$ cat src/rtl/hazard_unit_pkg.sv
// Shared pipeline definitions for the hazard (stall/flush) controller:
// register-number width, the hard-wired zero register, and the
// mult/div busy FSM encoding.
package hazard_unit_pkg;

    localparam int PIPE_REG_W = 5;
    localparam logic [PIPE_REG_W-1:0] REG_ZERO = '0;

    typedef enum logic {
        RUN     = 1'b0,
        MD_BUSY = 1'b1
    } md_state_e;

endpackage

$ cat src/rtl/hazard_unit_if.sv
// Bundle of pipeline-side signals seen by the hazard controller.
// slave is the controller's view, master is the pipeline (or bench) view.
interface hazard_unit_if
    import hazard_unit_pkg::*;
#(
    parameter int REG_W = PIPE_REG_W,
    parameter int CNT_W = 16
);

    logic             MemRead_ID_EX;
    logic [REG_W-1:0] RegisterRt_ID_EX;
    logic [REG_W-1:0] RegisterRs_IF_ID;
    logic [REG_W-1:0] RegisterRt_IF_ID;
    logic             UsesRt_IF_ID;
    logic             MemWr_IF_ID;
    logic             MulDiv_ID_EX;
    logic             MulDiv_IF_ID;
    logic             HiLoRead_IF_ID;
    logic             Jump_ID;
    logic             BranchTaken_EX;

    logic             PC_Wr;
    logic             IF_ID_Wr;
    logic             IF_ID_Flush;
    logic             ID_EX_Flush;
    logic             MdBusy;
    logic [CNT_W-1:0] StallCnt;

    modport slave (
        input  MemRead_ID_EX, RegisterRt_ID_EX, RegisterRs_IF_ID, RegisterRt_IF_ID,
        input  UsesRt_IF_ID, MemWr_IF_ID, MulDiv_ID_EX, MulDiv_IF_ID,
        input  HiLoRead_IF_ID, Jump_ID, BranchTaken_EX,
        output PC_Wr, IF_ID_Wr, IF_ID_Flush, ID_EX_Flush, MdBusy, StallCnt
    );

    modport master (
        output MemRead_ID_EX, RegisterRt_ID_EX, RegisterRs_IF_ID, RegisterRt_IF_ID,
        output UsesRt_IF_ID, MemWr_IF_ID, MulDiv_ID_EX, MulDiv_IF_ID,
        output HiLoRead_IF_ID, Jump_ID, BranchTaken_EX,
        input  PC_Wr, IF_ID_Wr, IF_ID_Flush, ID_EX_Flush, MdBusy, StallCnt
    );

endinterface

$ cat src/rtl/hazard_unit_md_busy_counter.sv
// Tracks the multi-cycle HI/LO unit. A mult/div entering EX loads the
// remaining latency; the unit reports busy until the count drains to zero.
module hazard_unit_md_busy_counter
    import hazard_unit_pkg::*;
#(
    parameter int MD_LATENCY = 4
) (
    input  logic clk,
    input  logic reset,
    input  logic start,
    output logic busy
);

    localparam int MD_W = (MD_LATENCY > 2) ? $clog2(MD_LATENCY) : 1;
    localparam logic [MD_W-1:0] LOAD_VAL = MD_W'(MD_LATENCY - 1);

    md_state_e       state, state_nx;
    logic [MD_W-1:0] md_cnt, md_cnt_nx;

    // State and remaining-latency registers
    always_ff @(posedge clk or posedge reset) begin
        if (reset) begin
            state  <= RUN;
            md_cnt <= '0;
        end else begin
            state  <= state_nx;
            md_cnt <= md_cnt_nx;
        end
    end

    // Load on a new mult/div, otherwise count down and fall back to RUN at zero
    always_comb begin
        state_nx  = state;
        md_cnt_nx = md_cnt;
        if (start) begin
            state_nx  = MD_BUSY;
            md_cnt_nx = LOAD_VAL;
        end else if (state == MD_BUSY) begin
            md_cnt_nx = md_cnt - MD_W'(1);
            if (md_cnt == MD_W'(1)) begin
                state_nx = RUN;
            end
        end
    end

    assign busy = (state == MD_BUSY);

endmodule

$ cat src/rtl/hazard_unit.sv
// Stall/flush controller for the 5-stage pipeline. Covers the hazards the
// forwarding network cannot: load-use bubbles, the mult/div HI/LO interlock,
// and wrong-path flushes for jumps (ID) and taken branches (EX).
module hazard_unit
    import hazard_unit_pkg::*;
#(
    parameter int REG_W      = PIPE_REG_W,
    parameter int MD_LATENCY = 4,
    parameter int CNT_W      = 16
) (
    input logic          clk,
    input logic          reset,
    hazard_unit_if.slave hz
);

    logic             md_busy;
    logic             rt_ex_live;
    logic             rs_hit;
    logic             rt_hit;
    logic             lu;
    logic             md;
    logic             stall;
    logic             pc_wr;
    logic             if_id_wr;
    logic             if_id_flush;
    logic             id_ex_flush;
    logic [CNT_W-1:0] stall_cnt;
    logic             unused_store;

    // Saturating increment so the statistic sticks at all-ones
    function automatic logic [CNT_W-1:0] sat_inc(input logic [CNT_W-1:0] v);
        return (&v) ? v : v + CNT_W'(1);
    endfunction

    hazard_unit_md_busy_counter #(
        .MD_LATENCY(MD_LATENCY)
    ) u_md_busy_counter (
        .clk  (clk),
        .reset(reset),
        .start(hz.MulDiv_ID_EX),
        .busy (md_busy)
    );

    // A store that only uses Rt as store data is covered by MEM-stage
    // forwarding, so MemWr_IF_ID deliberately plays no part in the stall.
    assign unused_store = hz.MemWr_IF_ID;

    assign rt_ex_live = (hz.RegisterRt_ID_EX != REG_W'(REG_ZERO));
    assign rs_hit     = (hz.RegisterRt_ID_EX == hz.RegisterRs_IF_ID);
    assign rt_hit     = hz.UsesRt_IF_ID && (hz.RegisterRt_ID_EX == hz.RegisterRt_IF_ID);
    assign lu         = hz.MemRead_ID_EX && rt_ex_live && (rs_hit || rt_hit);
    assign md         = md_busy && (hz.HiLoRead_IF_ID || hz.MulDiv_IF_ID);

    // A taken branch squashes the ID instruction, so its stall never counts
    assign stall = (lu || md) && !hz.BranchTaken_EX;

    // Prioritised pipeline control: reset, taken branch, stall, jump, normal
    always_comb begin
        pc_wr       = 1'b1;
        if_id_wr    = 1'b1;
        if_id_flush = 1'b0;
        id_ex_flush = 1'b0;
        if (reset) begin
            pc_wr       = 1'b0;
            if_id_wr    = 1'b0;
            if_id_flush = 1'b1;
            id_ex_flush = 1'b1;
        end else if (hz.BranchTaken_EX) begin
            if_id_flush = 1'b1;
            id_ex_flush = 1'b1;
        end else if (lu || md) begin
            pc_wr       = 1'b0;
            if_id_wr    = 1'b0;
            id_ex_flush = 1'b1;
        end else if (hz.Jump_ID) begin
            if_id_flush = 1'b1;
        end
    end

    // Stall-cycle statistic
    always_ff @(posedge clk or posedge reset) begin
        if (reset) begin
            stall_cnt <= '0;
        end else if (stall) begin
            stall_cnt <= sat_inc(stall_cnt);
        end
    end

    assign hz.PC_Wr       = pc_wr;
    assign hz.IF_ID_Wr    = if_id_wr;
    assign hz.IF_ID_Flush = if_id_flush;
    assign hz.ID_EX_Flush = id_ex_flush;
    assign hz.MdBusy      = md_busy;
    assign hz.StallCnt    = stall_cnt;

endmodule

$ cat src/flat_wrapper.sv
// flat-port wrapper written by rule: the top's interface ports become plain ports
module hazard_unit_flat import hazard_unit_pkg::*;
#(
    parameter int REG_W      = PIPE_REG_W,
    parameter int MD_LATENCY = 4,
    parameter int CNT_W      = 16
)
  (clk, reset, hz_MemRead_ID_EX, hz_RegisterRt_ID_EX, hz_RegisterRs_IF_ID, hz_RegisterRt_IF_ID, hz_UsesRt_IF_ID, hz_MemWr_IF_ID, hz_MulDiv_ID_EX, hz_MulDiv_IF_ID, hz_HiLoRead_IF_ID, hz_Jump_ID, hz_BranchTaken_EX, hz_PC_Wr, hz_IF_ID_Wr, hz_IF_ID_Flush, hz_ID_EX_Flush, hz_MdBusy, hz_StallCnt);
  hazard_unit_if #(.REG_W(REG_W), .CNT_W(CNT_W)) hz_i ();
  input logic clk;
  input logic reset;
  input wire logic [$bits(hz_i.MemRead_ID_EX)-1:0] hz_MemRead_ID_EX;
  input wire logic [$bits(hz_i.RegisterRt_ID_EX)-1:0] hz_RegisterRt_ID_EX;
  input wire logic [$bits(hz_i.RegisterRs_IF_ID)-1:0] hz_RegisterRs_IF_ID;
  input wire logic [$bits(hz_i.RegisterRt_IF_ID)-1:0] hz_RegisterRt_IF_ID;
  input wire logic [$bits(hz_i.UsesRt_IF_ID)-1:0] hz_UsesRt_IF_ID;
  input wire logic [$bits(hz_i.MemWr_IF_ID)-1:0] hz_MemWr_IF_ID;
  input wire logic [$bits(hz_i.MulDiv_ID_EX)-1:0] hz_MulDiv_ID_EX;
  input wire logic [$bits(hz_i.MulDiv_IF_ID)-1:0] hz_MulDiv_IF_ID;
  input wire logic [$bits(hz_i.HiLoRead_IF_ID)-1:0] hz_HiLoRead_IF_ID;
  input wire logic [$bits(hz_i.Jump_ID)-1:0] hz_Jump_ID;
  input wire logic [$bits(hz_i.BranchTaken_EX)-1:0] hz_BranchTaken_EX;
  output wire logic [$bits(hz_i.PC_Wr)-1:0] hz_PC_Wr;
  output wire logic [$bits(hz_i.IF_ID_Wr)-1:0] hz_IF_ID_Wr;
  output wire logic [$bits(hz_i.IF_ID_Flush)-1:0] hz_IF_ID_Flush;
  output wire logic [$bits(hz_i.ID_EX_Flush)-1:0] hz_ID_EX_Flush;
  output wire logic [$bits(hz_i.MdBusy)-1:0] hz_MdBusy;
  output wire logic [$bits(hz_i.StallCnt)-1:0] hz_StallCnt;
  assign hz_i.MemRead_ID_EX = hz_MemRead_ID_EX;
  assign hz_i.RegisterRt_ID_EX = hz_RegisterRt_ID_EX;
  assign hz_i.RegisterRs_IF_ID = hz_RegisterRs_IF_ID;
  assign hz_i.RegisterRt_IF_ID = hz_RegisterRt_IF_ID;
  assign hz_i.UsesRt_IF_ID = hz_UsesRt_IF_ID;
  assign hz_i.MemWr_IF_ID = hz_MemWr_IF_ID;
  assign hz_i.MulDiv_ID_EX = hz_MulDiv_ID_EX;
  assign hz_i.MulDiv_IF_ID = hz_MulDiv_IF_ID;
  assign hz_i.HiLoRead_IF_ID = hz_HiLoRead_IF_ID;
  assign hz_i.Jump_ID = hz_Jump_ID;
  assign hz_i.BranchTaken_EX = hz_BranchTaken_EX;
  assign hz_PC_Wr = hz_i.PC_Wr;
  assign hz_IF_ID_Wr = hz_i.IF_ID_Wr;
  assign hz_IF_ID_Flush = hz_i.IF_ID_Flush;
  assign hz_ID_EX_Flush = hz_i.ID_EX_Flush;
  assign hz_MdBusy = hz_i.MdBusy;
  assign hz_StallCnt = hz_i.StallCnt;
  hazard_unit #(.REG_W(REG_W), .MD_LATENCY(MD_LATENCY), .CNT_W(CNT_W)) u_core (.clk(clk), .reset(reset), .hz(hz_i));
endmodule
$ cat config.mk
export PLATFORM = sky130hd
export DESIGN_NAME = hazard_unit_flat
export DESIGN_NICKNAME = d
export VERILOG_FILES = /design/src/rtl/hazard_unit_pkg.sv /design/src/rtl/hazard_unit_if.sv /design/src/rtl/hazard_unit_md_busy_counter.sv /design/src/rtl/hazard_unit.sv /design/src/flat_wrapper.sv
export SDC_FILE = /design/constraint.sdc
export NUM_CORES = 1
export LEC_CHECK = 0
export CAP_MARGIN = 20
export CORE_UTILIZATION = 44
export CTS_CLUSTER_DIAMETER = 50
export DETAILED_ROUTE_END_ITERATION = 12
export HOLD_SLACK_MARGIN = 0.06
export PLACE_DENSITY = 0.84
export SYNTH_ARGS = -nofsm -noshare
export SYNTH_HDL_FRONTEND = slang
export SYNTH_SLANG_ARGS = --single-unit
export TNS_END_PERCENT = 1
$ cat constraint.sdc
create_clock -name clk -period 2.8 [get_ports clk]
set_clock_uncertainty 0.2 [all_clocks]
set_input_delay 0.56 -clock clk [delete_from_list [all_inputs] [get_ports clk]]
set_output_delay 0.56 -clock clk [all_outputs]
set_load 0.005 [all_outputs]
# Word-level counts from Yosys, hierarchy flattened
# Cells that the tools add are included.
word_totals:
  register_bits: 19
  in_bits: 25
  output_inout_bits: 21
  word_cells: 37
classes:
  add_sub_neg: 2
  n_eq_ne: 3
  muxes: 15
  bitwise_logic: 1
  reduce_logical: 13
op_table:
  columns: ["operator", "n"]
  rows:
  - ["$add 16x1->16 const B", 1]
  - ["$reduce_and 16->1", 1]
  - ["$mux 1", 13]
  - ["$eq 5x5->1", 2]
  - ["$logic_and 1x1->1", 5]
  - ["$reduce_bool 5->1", 1]
  - ["$mux 2", 2]
  - ["$logic_or 1x1->1", 3]
  - ["$eq 2x1->1 const B", 1]
  - ["$reduce_and 2->1", 1]
  - ["$reduce_bool 2->1", 1]
  - ["$sub 2x1->2 const B", 1]
  - ["$logic_not 1->1", 1]
  - ["$not 1->1", 1]

# Depth between registers and ports, before layout
# Gate-level depths: netlist (run 1).
logic_depth:
  word_depth: 8
  mapped_depth: 8

# Hierarchy
# From an unflattened synthesis (run 1), not the netlist that was laid out.
hier_totals:
  hier_cells: 114
  area_unflattened_um2: 1133.6
modules_own_cells:
  columns: ["mod", "instances", "cells_each", "area_each_um2"]
  rows:
  - ["hazard_unit", 1, 101, 1002.2]
  - ["hazard_unit_md_busy_counter", 1, 13, 131.4]

# Least setup slack after synthesis (run 1)
# No wires, ideal clock.
synth_path:
  kind: "input-to-output"
  startpoint: "in hz_RegisterRt_ID_EX[0]"
  endpoint: "out hz_PC_Wr"
  arrival_ns: 1.946
  slack_ns: 0.094
  cell_stages: 7
  cell_sequence: "or4_1 o21ai_1 o21bai_2 buf_6 a21oi_1 nor2_1 buf_4"
synth_between:
  elab_chain_cells: 8
  word_cells_on_any_way: 11
  cone_classes: "2 x eq/ne; 3 x mux; 6 x reduce/logical"
synth_lines:
  columns: ["element", "line_no", "rtl"]
  rows:
  - ["start, declared", "flat_wrapper.sv:13", "input wire logic [$bits(hz_i.RegisterRt_ID_EX)-1:0] hz_RegisterRt_ID_EX;"]
  - ["$eq 5x5->1", "hazard_unit.sv:50", "assign rt_hit = hz.UsesRt_IF_ID && (hz.RegisterRt_ID_EX == hz.RegisterRt_IF_ID);"]
  - ["$logic_and 1x1->1", "hazard_unit.sv:50", null]
  - ["$logic_or 1x1->1", "hazard_unit.sv:51", "assign lu = hz.MemRead_ID_EX && rt_ex_live && (rs_hit || rt_hit);"]
  - ["$logic_and 1x1->1 (*)", "hazard_unit.sv:51", null]
  - ["$logic_or 1x1->1 (*)", "hazard_unit.sv:71", "end else if (lu || md) begin"]
  - ["$mux 1 (*) (3 in series)", null, null]
  - ["end, declared", "flat_wrapper.sv:23", "output wire logic [$bits(hz_i.PC_Wr)-1:0] hz_PC_Wr;"]
# Mark *: on every way between the ends. The rest lies on a longest branch, timed or not.

# Final worst setup path (run 1)
layout_path:
  startpoint: "in hz_RegisterRt_IF_ID[2]"
  endpoint: "out hz_ID_EX_Flush"
layout_between:
  elab_chain_cells: 8
layout_lines:
  columns: ["element", "line_no", "rtl"]
  rows:
  - ["start, declared", "flat_wrapper.sv:15", "input wire logic [$bits(hz_i.RegisterRt_IF_ID)-1:0] hz_RegisterRt_IF_ID;"]
  - ["$eq 5x5->1", "hazard_unit.sv:50", null]
  - ["$logic_and 1x1->1", "hazard_unit.sv:50", null]
  - ["$logic_or 1x1->1", "hazard_unit.sv:51", null]
  - ["$logic_and 1x1->1", "hazard_unit.sv:51", null]
  - ["$logic_or 1x1->1", "hazard_unit.sv:71", null]
  - ["$mux 1", "hazard_unit.sv:71", null]
  - ["$mux 1", "hazard_unit.sv:68", "end else if (hz.BranchTaken_EX) begin"]
  - ["$mux 1", "hazard_unit.sv:63", "if (reset) begin"]
  - ["end, declared", "flat_wrapper.sv:26", "output wire logic [$bits(hz_i.ID_EX_Flush)-1:0] hz_ID_EX_Flush;"]
# Every way passes these cells.

==> results.md, run 1 <==
* Status: complete, no violations
* Syn Inst Count at 115
* Vias in the first global route at 1118
* Detailed Route WL at 3.03 mm
* Cell Area, Placed at 1770 sq um
* CTS tree: done
* Clk pwr share at 14.2%
* Top FF cell, synth: dfrtp_1
* Routed wire length per instance at 14.7 um
* FF-to-FF End: u_core.hz.StallCnt[11]
* Post-synth EDFFs at 0
* Worst Setup EP: hz_ID_EX_Flush
* Worst setup path class: in -> out
* Synth-to-Final Area Change at 52.6%
* Final instance area at 1880 sq um
* Final Power at 0.968 mW
* Detailed Routing Iterations Pass 1 at 4
* Final Hold Vio Count at 0
* Count leader, synth: dfrtp_1
* Hold buffers post-CTS at 0
* Placed Cells incl. Taps at 196
* Die area at 3020 sq um
* Antenna violations before repair at 0
* Die W at 55.0 um
* Period utilisation layout at 97.9%
* DR vias at 1142
* CTS Sinks at 19
* Class of the worst hold path: reg -> reg
* Pin count of the biggest net entering global routing at 20
* Met3 Use GR at 4.64%
* Final min period at 2740 ps
* Synth top cells by count: dfrtp_1, xor2_1, nand3_1
* CTS root buffer: clkbuf_4
* Crit path launch: hz_RegisterRt_IF_ID[2]
* Post-synth top area cell: dfrtp_1
* R2R depth at 6
* Post-route DRC at 0
* Yosys top cell area share at 38.5%
* Critical path arrival at 1980 ps
* Seq/Total Area, Yosys at 38.5%
* Worst Tran Pin Value at 727 ps
* Pleak at 0.852 nW
* # nets final at 204
* IO Pins at 46
* Chip Height at 55.0 um
* Syn Nets at 142
* Pwr Density at 514 nW/um^2
* Yosys cell types at 34
* First-pass GRT wire length at 4.58 mm
* Rows at 18
* Final cell count without fillers at 206
* Synth Warn # at 0
* Worst slew margin at 51.4%
* CTS Buffer Depth at 2
* Post-DP HPWL at 2.21 mm
* Vias per cell at 5.54
* Met2 Track Usage GR at 39.6%
* Post-synthesis sequential element count at 19
* Worst Slack Setup Final at 59.0 ps
* Combinational power share at 42.0%
* Setup TNS at 0 ps
* Worst-path clk slew at 110 ps
* VDD IR max at 619 uV
* Total grt overflow at 0
* Fmax at 365 MHz
* Port Buffers at 44
* Diode count at 0
* Share of cells above drive strength 1 at 29.0%
* Post-route ant nets at 0
* Ys async rst share at 100%
* First DRT Iteration DRCs at 17
* Num CTS Buffers at 3
* GRT Util Overall at 21.1%
* Worst-path maximum fanout at 4
* Worst setup EP type: output pin
* Top cells by area, synth: dfrtp_1, xor2_1, xnor2_1, a2111oi_4, nand3_1
* Filler instances at 188
* Initial Util at 48.1%
* Reg2Reg Setup Slack at 560 ps
* Startpoint types: primary input
* Met1 usage at 23.9%
* Clock latency on the worst-skew pair at 290 ps
* Area occupied by multi-input gates at 782 sq um
* P_int at 0.622 mW
* Sequential Power Share at 43.8%
* GP Congestion at 0.779
* Pre-CTS setup slack at -589 ps
* RR Startpoint: u_core.hz.StallCnt[0]
* Max-Cap Viols at 0
* Syn Area/Cell at 10.7 sq um
* Net load switching power at 0.346 mW
* # setup viols final at 0
* Critical path required time at 2040 ps
* Sw frac at 35.7%
* Gr busiest metal: met2
* Slew Limit Fails at 0
* Core area at 2570 sq um
* Htree depth at 1
* Mapped cell area at 1230 sq um
* Seq. cell area at 475 sq um
## logic make-up (layout without fill, tap and decap cells)
kind of cell | Yosys count | count (layout) | share of synthesized area [%]
simple gates | 32 | 32 | 16.2
fa+ha+maj | 2 | 2 | 2.03
buf+inv | 10 | 71 | 3.95
compound gates | 25 | 25 | 20.0
xor+xnor | 26 | 26 | 18.4
flops | 19 | 19 | 38.5
mux | 1 | 1 | 0.912
## layout make-up
class / count / area share, %
Clock buffer: 4 / 1.39
Inverter: 7 / 1.39
Multi-Input combinational cell: 86 / 41.5
Sequential cell: 19 / 25.2
Tap cell: 30 / 1.99
Timing Repair Buffer: 60 / 28.5
## how the worst min path moves through the flow
stage,from,to,cells after the start
after floorplan,u_core.hz.StallCnt[15],u_core.hz.StallCnt[15],1
after global placement,u_core.hz.StallCnt[11],u_core.hz.StallCnt[11],1
after detailed placement,u_core.hz.StallCnt[6],u_core.hz.StallCnt[6],1
after CTS,u_core.hz.StallCnt[15],u_core.hz.StallCnt[15],1
after global routing,u_core.hz.StallCnt[11],u_core.hz.StallCnt[11],1
final,u_core.hz.StallCnt[11],u_core.hz.StallCnt[11],1
## layer usage
metal  part of all wire, %  vias up
li1                      -      536
met1                    38      551
met2                    52       49
met3                   8.5        6
met4                   1.2        0
met5                     0        -
## stage by stage
step / hold slack (ps) / util, %
floorplan: 277 / -
global placement: 275 / 68.8
detailed placement: 289 / 68.8
CTS: 311 / 71.9
global route: 339 / 73.4
finish: 303 / 73.4
## registers in the layout (all words and copies together) (netlist names)
register / flops
u_core.u_md_busy_counter.busy: 1
u_core.hz.StallCnt: 16
u_core.u_md_busy_counter.md_cnt: 2
## layout by cell type (no fill, tap or decap), types with 3 or more instances in the layout
cell type        instances
buf_6                    3
dfrtp_1                 19
clkdlybuf4s50_1         27
xor2_1                  16
nand3_1                  9
clkbuf_4                 3
buf_4                   13
dlygate4sd2_1            4
a211oi_1                 5
clkbuf_2                 3
nand2_1                  8
dlymetal6s2s_1           4
buf_2                    5
xnor2_1                  7
inv_1                    7
a21oi_1                  5
## power groups by stage
stage	combinational (mW)	sequential, mW	clock [mW]
2_1_floorplan	0.190	0.418	0
3_3_place_gp	0.388	0.423	0
3_5_place_dp	0.398	0.429	0
4_1_cts	0.404	0.424	0.140
5_1_grt	0.449	0.437	0.149
6_report	0.406	0.424	0.137
## critical path, cell delays in order
cell,delay [ps]
clkdlybuf4s50_1,480
xor2_1,250
nor3_4,80
o21bai_4,170
buf_6,140
buf_6,100
nand3_1,70
buf_2,140
## repair_timing
action	in CTS	in global routing
resized for setup	38	16
setup buffers	5	1
endpoints found under the setup margin	4	4
pin swaps	10	10
gates cloned	0	0
Note: power is estimated with default switching activity, not from simulation.
==> run 2: changes to the inputs <==
--- a/config.mk
+++ b/config.mk
@@ -6,11 +6,13 @@
 export NUM_CORES = 1
 export LEC_CHECK = 0
 export CAP_MARGIN = 20
+export CORE_MARGIN = 10
 export CORE_UTILIZATION = 44
 export CTS_CLUSTER_DIAMETER = 50
 export DETAILED_ROUTE_END_ITERATION = 12
 export HOLD_SLACK_MARGIN = 0.06
 export PLACE_DENSITY = 0.84
+export SKIP_CTS_REPAIR_TIMING = 1
 export SYNTH_ARGS = -nofsm -noshare
 export SYNTH_HDL_FRONTEND = slang
 export SYNTH_SLANG_ARGS = --single-unit
==> run 2 against run 1 <==
  * Worst hold slack about the same
  * Non-clock buffer count decreased by 4
  * Final cell count down 1.5%
  * Sequential share of layout area grew 0.46 points
  * Design area down 1.8%
  * Critical path type unchanged
==> results.md, run 2 (synthesis gave the netlist of run 1 again) <==
* Commonest non-fill, non-tap cells in the layout: clkdlybuf4s50_1, dfrtp_1, xor2_1
* Pleak at 0.854 nW
* CTS Buffer Depth at 2
* Max-Cap Viols at 0
* Port Buffers at 44
* CTS tree: done
* GRT Util Overall at 12.5%
* Vias in the first global route at 1166
* Critical path's slowest cell: clkdlybuf4s50_1
* Pre-CTS setup slack at -625 ps
* First-pass GRT wire length at 5.36 mm
* Clock latency on the worst-skew pair at 300 ps
* Worst Tran Pin Value at 709 ps
* Worst setup path class: in -> out
* Initial Util at 45.6%
* Status: complete, no violations
* Routed wire length per instance at 16.6 um
* Critical path arrival at 1970 ps
* Synth-to-Final Area Change at 49.8%
* Cell Chain, Critical Path: clkdlybuf4s50_1 > xor2_1 > nor3_4 > o21bai_4 > buf_6 > nand3_1 > buf_2
* Die area at 5330 sq um
* Crit path largest cell delay at 490 ps
* Rows at 19
* Final Hold Vio Count at 0
* Detailed Route WL at 3.36 mm
* Setup TNS at 0 ps
* Commonest non-fill, non-tap cell in the layout: clkdlybuf4s50_1
* Filler instances at 214
* Final min period at 2730 ps
* Post-route DRC at 0
* Final instance area at 1850 sq um
* VDD IR max at 546 uV
* Post-route ant nets at 0
* Critical path required time at 2040 ps
* Worst slew margin at 52.7%
* RSZ-0062 raised after global routing: false
* Worst setup EP type: output pin
* Fmax at 367 MHz
* Htree depth at 1
* Startpoint types: primary input
* Worst-path clk slew at 110 ps
* DR vias at 1088
* Total grt overflow at 0
* Antenna violations before repair at 0
* CTS Sinks at 19
* Worst Slack Setup Final at 74.6 ps
* Cell Area, Placed at 1770 sq um
* Period utilisation layout at 97.3%
* GP Congestion at 0.790
* Max FFs per register at 16
* Core area at 2710 sq um
* Detailed Routing Iterations Pass 1 at 4
* Num CTS Buffers at 3
* # setup viols final at 0
* Pin count of the biggest net entering global routing at 20
* Hold WS at 304 ps
* Post-Route Utilization at 68.3%
* IO Pins at 46
* Vias per cell at 5.36
* Pwr Density at 524 nW/um^2
* Chip Height at 73.0 um
* Diode count at 0
* Slew Limit Fails at 0
* Post-DP HPWL at 2.68 mm
* Worst-path maximum fanout at 4
* Die W at 73.0 um
* Class of the worst hold path: reg -> reg
* Share of cells above drive strength 1 at 22.1%
* CTS root buffer: clkbuf_4
* # nets final at 200
* First DRT Iteration DRCs at 30
==> run 2: layout make-up <==
| class | count | area (sq um) | share of cell area [%] |
|---|---|---|---|
| repair buffers | 56 | 542 | 29.3 |
| flip-flops and latches | 19 | 475 | 25.7 |
| well taps | 31 | 38.8 | 2.10 |
| clock buffers | 4 | 26.3 | 1.42 |
| inverters | 7 | 26.3 | 1.42 |
| multi-input cells | 86 | 742 | 40.1 |
==> run 2: metrics by stage <==
| stage | power (mW) | std cells |
|---|---|---|
| final | 0.970 | 203 |
| after global placement | 0.818 | 197 |
| after floorplan | 0.608 | 115 |
| after detailed placement | 0.835 | 197 |
| after CTS | 0.975 | 201 |
| after global routing | 1.04 | 203 |
==> run 2: routing by layer <==
layer	track usage [%]	vias up	wire, um
met4	4.22	0	27
met2	21.0	40	1660
met1	13.0	509	1330
li1	-	535	-
met5	0	-	0
met3	6.39	4	349
==> run 2: power by group <==
group	switching (mW)	internal [mW]
Sequential	0.0857	0.340
Combinational	0.176	0.227
Clock	0.0855	0.0555
Total	0.348	0.622
==> run 2: critical path: cells and delay by family <==
family	cells	cell delay (ps)
simple gates	2	160
xor+xnor	1	280
compound gates	1	190
buf+inv	3	770
==> run 2: worst paths after layout <==
path	startpoint	to	slack, ps	cells after the start
min in group asynchronous	reset	u_core.u_md_busy_counter.md_cnt[0]	540	2
worst min-delay path	u_core.hz.StallCnt[15]	u_core.hz.StallCnt[15]	300	1
worst max register to register	u_core.hz.StallCnt[0]	u_core.hz.StallCnt[11]	660	6
max in group asynchronous	reset	u_core.hz.StallCnt[2]	1420	2
worst max-delay path	hz_RegisterRs_IF_ID[3]	hz_ID_EX_Flush	70	7
worst min register to register	u_core.hz.StallCnt[15]	u_core.hz.StallCnt[15]	300	1
